[src/rtl/gray_bin_decoder.sv]
// Gray-to-binary decoder with input synchroniser, debounce filter and serial conversion.
//
// Samples an asynchronous Gray code, waits until the code has been stable for STABLE_CYCLES
// samples, then converts it MSB first at one bit per cycle. The result is offered on a
// valid/ready port, shown on an active-low 7-segment digit, and flagged when the accepted
// code moved by more than one bit since the previous accepted code.
//
// Ports:
//   clk       - system clock
//   rst_n     - asynchronous active-low reset
//   gray_in   - Gray-coded input, asynchronous to clk
//   out_ready - consumer accepts the result when out_valid && out_ready
//   out_valid - bin_out and step_err are valid
//   bin_out   - decoded binary value
//   step_err  - accepted code differs from the previous one in more than one bit
//   busy      - conversion in progress or result pending
//   seg       - active-low segments {g,f,e,d,c,b,a} showing bin_out[3:0] in hex
module gray_bin_decoder #(
  parameter int unsigned W             = 4,
  parameter int unsigned STABLE_CYCLES = 4
) (
  input  logic         clk,
  input  logic         rst_n,
  input  logic [W-1:0] gray_in,
  input  logic         out_ready,
  output logic         out_valid,
  output logic [W-1:0] bin_out,
  output logic         step_err,
  output logic         busy,
  output logic [6:0]   seg
);

  localparam int unsigned CntW = $clog2(STABLE_CYCLES + 1);
  localparam int unsigned IdxW = (W > 1) ? $clog2(W) : 1;

  typedef enum logic [1:0] {StIdle, StConv, StValid} state_e;

  function automatic logic [6:0] hex7(input logic [3:0] v);
    logic [6:0] s;
    case (v)
      4'h0:    s = 7'b1000000;
      4'h1:    s = 7'b1111001;
      4'h2:    s = 7'b0100100;
      4'h3:    s = 7'b0110000;
      4'h4:    s = 7'b0011001;
      4'h5:    s = 7'b0010010;
      4'h6:    s = 7'b0000010;
      4'h7:    s = 7'b1111000;
      4'h8:    s = 7'b0000000;
      4'h9:    s = 7'b0010000;
      4'hA:    s = 7'b0001000;
      4'hB:    s = 7'b0000011;
      4'hC:    s = 7'b1000110;
      4'hD:    s = 7'b0100001;
      4'hE:    s = 7'b0000110;
      default: s = 7'b0001110;
    endcase
    return s;
  endfunction

  // Input path: synchroniser and debounce filter.
  logic [W-1:0]    s1_q, s2_q, cand_q;
  logic [CntW-1:0] cnt_q;
  logic            stable;

  always_ff @(posedge clk or negedge rst_n) begin
    if (!rst_n) begin
      s1_q   <= '0;
      s2_q   <= '0;
      cand_q <= '0;
      cnt_q  <= '0;
    end else begin
      s1_q <= gray_in;
      s2_q <= s1_q;
      if (s2_q != cand_q) begin
        cand_q <= s2_q;
        cnt_q  <= '0;
      end else if (cnt_q != CntW'(STABLE_CYCLES)) begin
        cnt_q <= cnt_q + 1'b1;
      end
    end
  end

  assign stable = (cnt_q == CntW'(STABLE_CYCLES));

  // Conversion state.
  state_e          state_q;
  logic [W-1:0]    code_q, bin_q, last_q, bin_out_q;
  logic [IdxW-1:0] idx_q, idx_p1;
  logic            err_q, first_q, step_err_q;
  logic [6:0]      seg_q;
  logic [W-1:0]    bin_next;

  assign idx_p1 = idx_q + 1'b1;

  // bin_next is bin_q with the current bit filled in, so the bit-0 cycle can publish the
  // complete value in the same edge that leaves CONV.
  always_comb begin
    bin_next = bin_q;
    if (idx_q == IdxW'(W - 1)) begin
      bin_next[idx_q] = code_q[idx_q];
    end else begin
      bin_next[idx_q] = bin_q[idx_p1] ^ code_q[idx_q];
    end
  end

  always_ff @(posedge clk or negedge rst_n) begin
    if (!rst_n) begin
      state_q    <= StIdle;
      code_q     <= '0;
      bin_q      <= '0;
      idx_q      <= '0;
      err_q      <= 1'b0;
      last_q     <= '0;
      first_q    <= 1'b0;
      bin_out_q  <= '0;
      step_err_q <= 1'b0;
      seg_q      <= 7'b1111111;
    end else begin
      case (state_q)
        StIdle: begin
          if (stable && ((cand_q != last_q) || !first_q)) begin
            code_q  <= cand_q;
            idx_q   <= IdxW'(W - 1);
            bin_q   <= '0;
            err_q   <= first_q && ($countones(cand_q ^ last_q) > 1);
            state_q <= StConv;
          end
        end
        StConv: begin
          bin_q <= bin_next;
          if (idx_q == '0) begin
            bin_out_q  <= bin_next;
            step_err_q <= err_q;
            seg_q      <= hex7(4'(bin_next));
            state_q    <= StValid;
          end else begin
            idx_q <= idx_q - 1'b1;
          end
        end
        StValid: begin
          if (out_ready) begin
            last_q  <= code_q;
            first_q <= 1'b1;
            state_q <= StIdle;
          end
        end
        default: state_q <= StIdle;
      endcase
    end
  end

  assign out_valid = (state_q == StValid);
  assign busy      = (state_q != StIdle);
  assign bin_out   = bin_out_q;
  assign step_err  = step_err_q;
  assign seg       = seg_q;

endmodule

[config.mk]
export PLATFORM = sky130hd
export DESIGN_NAME = gray_bin_decoder
export DESIGN_NICKNAME = d
export VERILOG_FILES = /design/src/rtl/gray_bin_decoder.sv
export SDC_FILE = /design/constraint.sdc
export NUM_CORES = 1
export LEC_CHECK = 0
export ABC_AREA = 1
export BUFFER_PORTS_ARGS = -buffer_cell sky130_fd_sc_hd__buf_2
export CORE_AREA = 2 2 66 68
export CTS_BUF_LIST = sky130_fd_sc_hd__clkbuf_4
export DETAILED_ROUTE_END_ITERATION = 7
export DIE_AREA = 0 0 68 70
export GPL_TIMING_DRIVEN = 1
export PLACE_DENSITY_LB_ADDON = 0.15
export SYNTH_ARGS = -nofsm -noshare
export SYNTH_HDL_FRONTEND = slang
export SYNTH_SLANG_ARGS = --single-unit
[constraint.sdc]
create_clock -name clk -period 5.05 [get_ports clk]
set_clock_uncertainty 0.1 [all_clocks]
set_input_delay 0.505 -clock clk [delete_from_list [all_inputs] [get_ports clk]]
set_output_delay 0.505 -clock clk [all_outputs]
set_load 0.05 [all_outputs]
* Yosys cells after proc, flatten, opt, wreduce, memory -nomap -nowiden
Memories as Yosys holds them, arrays and structs flattened. A register that Yosys moved wholly into a read port is not among the register bits.
Index checks and enable logic that the tools add are counted.
W data, S select, Z words.
** Operators by class
- Add/sub/neg operators :: 6
- $lt $le $gt $ge :: 4
- Equality and inequality tests :: 11
- Mux-type cells :: 20
- Bitwise operators :: 2
- Reduce and logical (&&, ||, !) cells :: 17
** Operators by type and width (count)
- $mux W2 :: 5
- $bwmux W4 :: 2
- $mux W4 :: 2
- $ne A2 B2 Y1 const B :: 4
- $ne A4 B4 Y1 :: 2
- $pmux W4 S2 :: 1
- $reduce_and A2 Y1 :: 4
- $lt A2 B3 Y1 const B :: 2
- $mux W3 :: 2
- $pmux W2 S3 :: 1
- $reduce_and A3 Y1 :: 2
- $reduce_bool A2 Y1 :: 3
- $add A1 B1 Y2 :: 2
- $bmux W1 S2 :: 2
- $eq A2 B2 Y1 const B :: 2
- $logic_not A2 Y1 :: 2
- $pmux W2 S2 :: 1
- $xor A4 B4 Y4 :: 1
- $add A2 B2 Y3 :: 1
- $add A3 B1 Y3 const B :: 1
- $eq A3 B3 Y1 const B :: 1
- $gt A3 B1 Y1 const B :: 1
- $logic_and A1 B1 Y1 :: 3
- $mux W1 :: 3
- other kinds (9) :: 10
** Word-level totals
- Flip-flop bits (word level) :: 38
- Memory bits (read-only) :: 112
- Bits of input ports :: 7
- Output and inout port bits :: 14
- Word-level logic and storage cells :: 74
- Memories kept :: 1
** Memories
- (no name shown) :: words 16, width 7, rd ports 1, clocked after Yosys merged registers in 1, wr ports 0, RTL line 40 : case (v)

* Depth between registers and ports, before layout
- Word-level depth :: 7
- Gate-level depth with buffers :: 17
- Mapped depth without buffers :: 17

* Least setup slack after synthesis
No wires, ideal clock.
- Kind :: reg-to-reg
- From :: reg idx_q[0]
- To :: reg seg_q[1], in the netlist seg[1]
- Library setup time :: 73 ps
- Data arrival time :: 2142 ps
- Required time :: 4877 ps
- Path slack :: 2735 ps
- Stages on the path, launching flop included :: 16
- Buffers on the path :: 0
- Period minus slack after synthesis :: 2315 ps
- Cell sequence :: dfrtp_1 -> inv_2 -> ha_1 -> inv_1 -> nand3_1 -> nand2_1 -> nand2_2 -> nand3b_1 -> nand2_1 -> ha_1 -> inv_1 -> nor2_1 -> nand3_1 -> nand2_1 -> inv_1 -> a21oi_1
** On the way
- Cells in the longest elaborated chain, start to end :: 6
- Elaborated cells between the ends (all ways) :: 17
- Those cells by class :: add/sub: 1; order compare: 2; eq/ne: 1; mux: 9; bitwise: 1; reduce/logical: 3
** Ends and longest elaborated chain
- start: declaration :: RTL line 89 : logic [IdxW-1:0] idx_q, idx_p1;
- start signal: assignment :: RTL line 124 : idx_q <= IdxW'(W - 1);
- start signal: assignment :: RTL line 138 : idx_q <= idx_q - 1'b1;
- $add A2 B1 Y2 (tied with other cells) :: RTL line 94 : assign idx_p1 = idx_q + 1'b1;
- $bmux W1 S2 or $logic_and A1 B1 Y1 (tied branches) :: RTL line 103, 101
- $mux W1 (on tied branches) :: RTL line 103, 101
- $xor A1 B1 Y1 or $demux W1 S2 (tied branches) :: RTL line 103, 101
- $bwmux W4 (on tied branches) :: RTL line 103, 101
- $mux W4 :: RTL line 100 : if (idx_q == IdxW'(W - 1)) begin
- end: declaration :: RTL line 91 : logic [6:0] seg_q;
Several ways; a longest one is shown, not always the timed one. The select of a mux whose other input is x is not followed.
A chain may end at the register's enable or synchronous reset.

* Worst setup path after layout
Ends and elaborated chain as after synthesis.

==> results.md <==
- The last weighted congestion value of the routability-driven placer is just over 0.9.
- The total standard cell area after synthesis is around 2300 um^2.
- The total length of routed wires is 4400 um.
- The smallest clock period supported by the final layout is computed as about 2.6 ns.
- The area growth from synthesis to layout is 9.97%.
- The number of buffers on the longest clock path is 2.
- The CTS tree is built.
- The max-capacitance violation count is 0.
- The run finished with clean final reports.
- The commonest register cell after synthesis is sky130_fd_sc_hd__dfrtp_1.
- The synthesized design contains 0 enable-type register cells.
- The via count of the first global-routing pass came to roughly 1700.
- After the first detailed-routing iteration, the DRC count stood at ~160.
- In the final layout, the share of cells above drive strength 1 is 18.9%.
- Post-CTS repair changed the size of 0 cells.
- The die covers 4760 um^2.
- The number of primary I/O pins is 21.
- In the final routed layout, each cell accounts on average for between 10 and 15 um.
- The number of routed nets with antenna violations is 0.
- The design draws 0.670 mW.
- Counting the buffers created by CTS gives 5.
- The largest single stage delay on the critical path is roughly 0.52 ns.
- Clock-pin slew was measured on the worst setup and hold paths at 0.14 ns.
- STA puts the critical path data required time at 5.25 ns.
- At the end of the flow, the number of nets in the layout was 317.
- STA classifies the critical path endpoint as a register.
- STA classifies the critical path startpoint as a register.
- After technology mapping, the gate count stands at ~280.
- The path with the worst hold slack has its endpoint at s1_q[0].
- In this run the standard cell core region covers 4140 um^2.
- The most common cell after layout, fill and taps aside is sky130_fd_sc_hd__nand2_1.
- The leakage power is 1.34 nW.
- The via count of the routed design is roughly 1800.
- Along the worst hold path, the cell count comes to 1.
- The minimum setup slack among reg-to-reg paths is about 2.4 ns.
- Setup violations remaining at the end of the flow were counted as 0.
- The number of nets handed over by synthesis was 297.
- The horizontal die dimension is 68 um.
- Counting cells, the worst reg-to-reg path comes to 15.
- The startpoint-to-endpoint class of the critical path is register to register.
- The floorplan has 24 rows.
- Across the VDD grid, the largest voltage drop is approximately 0.00018 V.
- The total number of yosys warnings is 0.
- The number of H-tree levels is 2.
- The total negative setup slack is 0 ns.
- The slew at the pin with the worst max-slew slack is 0.981 ns.
- The port buffer count is 20.
- The clock insertion delay at the later pin of the skew report is 0.36 ns.
- The sequential cell area fraction in the yosys report is between 40% and 50%.
- In the layout the commonest cells are sky130_fd_sc_hd__nand2_1, sky130_fd_sc_hd__dfrtp_1, sky130_fd_sc_hd__inv_1.
- The total grt overflow is 0.
- The cell type of the slowest stage on the worst timing path is sky130_fd_sc_hd__dfrtp_1.
- The number of antenna violations at the first check in global routing is 0.
- The total count of max-transition violations in the final report is 0.
- The total of hold buffers inserted after clock tree synthesis is 0.
- After clock tree synthesis, the setup repair step added 0 buffers.
- For this run, design rule violations remaining after detail routing come to 0.
- The endpoint of the worst-slack reg-to-reg timing path is seg[1].
- Global routing used 21.3% of the available tracks.
- The total count of hold-check failures in the final report is 0.
- In this run the vertical extent of the chip is roughly 70 um.
- Entering global routing, the biggest net connects 46 pins.
- The kind of cell with the highest combined delay along the critical path is adder cells.
- The number of diodes added for antenna fixing is 0.
- At the worst endpoint, the arrival time is 2.83 ns.
- The startpoint of the lowest-slack hold path is gray_in[0].
- The clock root buffer master is sky130_fd_sc_hd__clkbuf_4.
- After layout, the worst path uses a little over half of the clock period.
- The signal on the critical path passes through inv_2, ha_1, inv_1, nand3_1, nand2_1, nand2_2, nand3b_1, nand2_1, ha_1, inv_1, nor2_1, nand3_1, nand2_1, inv_1, a21oi_1.
- The mean instance size in the synthesized netlist is 8.54 um^2.
- For this run, asynchronously set or reset flops after synthesis account for 100%.
- Counting both buffers and inverters, the worst setup path holds a total of 4.
- The length of the first detailed-routing pass in iterations is 5.
- The type of the tightest min-delay check is input pin to register.
- The worst-case headroom to the max-slew limit is about a third.
- The count of state elements after synthesis is between 40 and 50.
- The starting utilization of the core area is 56.6%.
- After detailed routing, the number of vias per cell comes to 5.03.
- Setup repair after global routing left no endpoint under its margin.
- The first global-routing pass estimated roughly 7600 um of wire.
- The highest fanout seen on the critical path is 10.
- The maximum frequency from static timing analysis is ~380 MHz.
- The number of distinct library cells after synthesis is 28.
- The HPWL reported at the end of detailed placement is 3080 um.
- The worst flop-to-flop path startpoint is idx_q[0].
- The power per standard cell area is between 200 and 300 nW/um^2.
- After filler insertion, the fill cell instance count of the layout stands at about 350.
- The clock sink total is 45.
final cells by class:
| cell class | instances | area, um^2 | area share (%) |
|---|---|---|---|
| multi-input combinational | 184 | 1030 | 39.8 |
| clock inverter | 3 | 68.8 | 2.67 |
| inverter | 39 | 146 | 5.67 |
| sequential | 45 | 1130 | 44.0 |
| timing repair buffer | 20 | 100 | 3.88 |
| clock buffer | 5 | 37.5 | 1.45 |
| tap | 52 | 65.1 | 2.52 |
flip-flops by register name, indices dropped and copies added, names as in the netlist:
register / cells
s1_q: 4
seg: 7
s2_q: 4
code_q: 4
cnt_q: 3
cand_q: 4
state_q: 2
first_q: 1
bin_out: 4
step_err: 1
err_q: 1
idx_q: 2
bin_q: 4
last_q: 4
metrics by stage:
step / setup slack (ns) / instances / util (%) / instance area [um^2] / hold slack (ns)
2_1_floorplan: 2.74 / 275 / - / 2350 / 0.109
3_3_place_gp: 2.59 / 340 / 59.7 / 2470 / 0.232
3_5_place_dp: 2.46 / 340 / 59.7 / 2470 / 0.240
4_1_cts: 2.43 / 348 / 62.3 / 2580 / 0.129
5_1_grt: 2.07 / 348 / 62.3 / 2580 / 0.104
6_report: 2.42 / 348 / 62.3 / 2580 / 0.147
metal layers:
| layer | track usage, % | part of all wire, % | vias to the layer above | wire length (um) |
|---|---|---|---|---|
| met4 | 8.89 | 1.7 | 0 | 73 |
| met2 | 28.3 | 43 | 40 | 1910 |
| met5 | 0 | 0 | - | 0 |
| met3 | 4.83 | 3.6 | 9 | 160 |
| li1 | - | - | 899 | - |
| met1 | 33.2 | 51 | 804 | 2260 |
where the power goes:
group / total, mW / internal [mW] / switching (mW)
Clock: 0.278 / 0.156 / 0.122
Combinational: 0.0215 / 0.00792 / 0.0136
Sequential: 0.370 / 0.366 / 0.00405
logic make-up after synthesis:
family | count (synthesis) | share of synthesized area, %
XOR/XNOR | 9 | 3.36
AO/OA/AOI/OAI | 29 | 6.98
AND/OR/NAND/NOR | 131 | 25.2
adder cells (fa/ha/maj) | 15 | 8.32
flip-flops | 45 | 48.3
buffers and inverters | 46 | 7.84
synth_stat cells, types with 3 or more instances:
cell type / n / area share [%]
sky130_fd_sc_hd__nand2_1: 81 / 13
sky130_fd_sc_hd__dfrtp_1: 38 / 41
sky130_fd_sc_hd__inv_1: 35 / 5.6
sky130_fd_sc_hd__nand3_1: 18 / 3.8
sky130_fd_sc_hd__o21ai_0: 15 / 3.2
sky130_fd_sc_hd__ha_1: 14 / 7.5
sky130_fd_sc_hd__nor2_1: 10 / 1.6
sky130_fd_sc_hd__xnor2_1: 9 / 3.4
sky130_fd_sc_hd__nand2_2: 8 / 2.1
sky130_fd_sc_hd__dfstp_2: 7 / 7.8
sky130_fd_sc_hd__clkbuf_1: 6 / 0.96
sky130_fd_sc_hd__a21oi_1: 4 / 0.85
sky130_fd_sc_hd__inv_2: 4 / 0.64
sky130_fd_sc_hd__nand4_1: 4 / 1.1
sky130_fd_sc_hd__nand3_2: 3 / 1.3
sky130_fd_sc_hd__o21ai_1: 3 / 0.64
sky130_fd_sc_hd__o22ai_1: 3 / 0.80
sky130_fd_sc_hd__or2_2: 3 / 0.80
worst max-delay path by stage:
stage                     slack, ns      from  depth (start not counted)  endpoint
final                          2.42  idx_q[0]                         15    seg[1]
after global routing           2.07  idx_q[0]                         15    seg[1]
after CTS                      2.43  idx_q[0]                         15    seg[1]
after detailed placement       2.46  idx_q[0]                         15    seg[1]
after global placement         2.59  idx_q[0]                         15    seg[1]
after floorplan                2.74  idx_q[0]                         15    seg[1]
No activity file was read; power rests on OpenSTA's default activity.
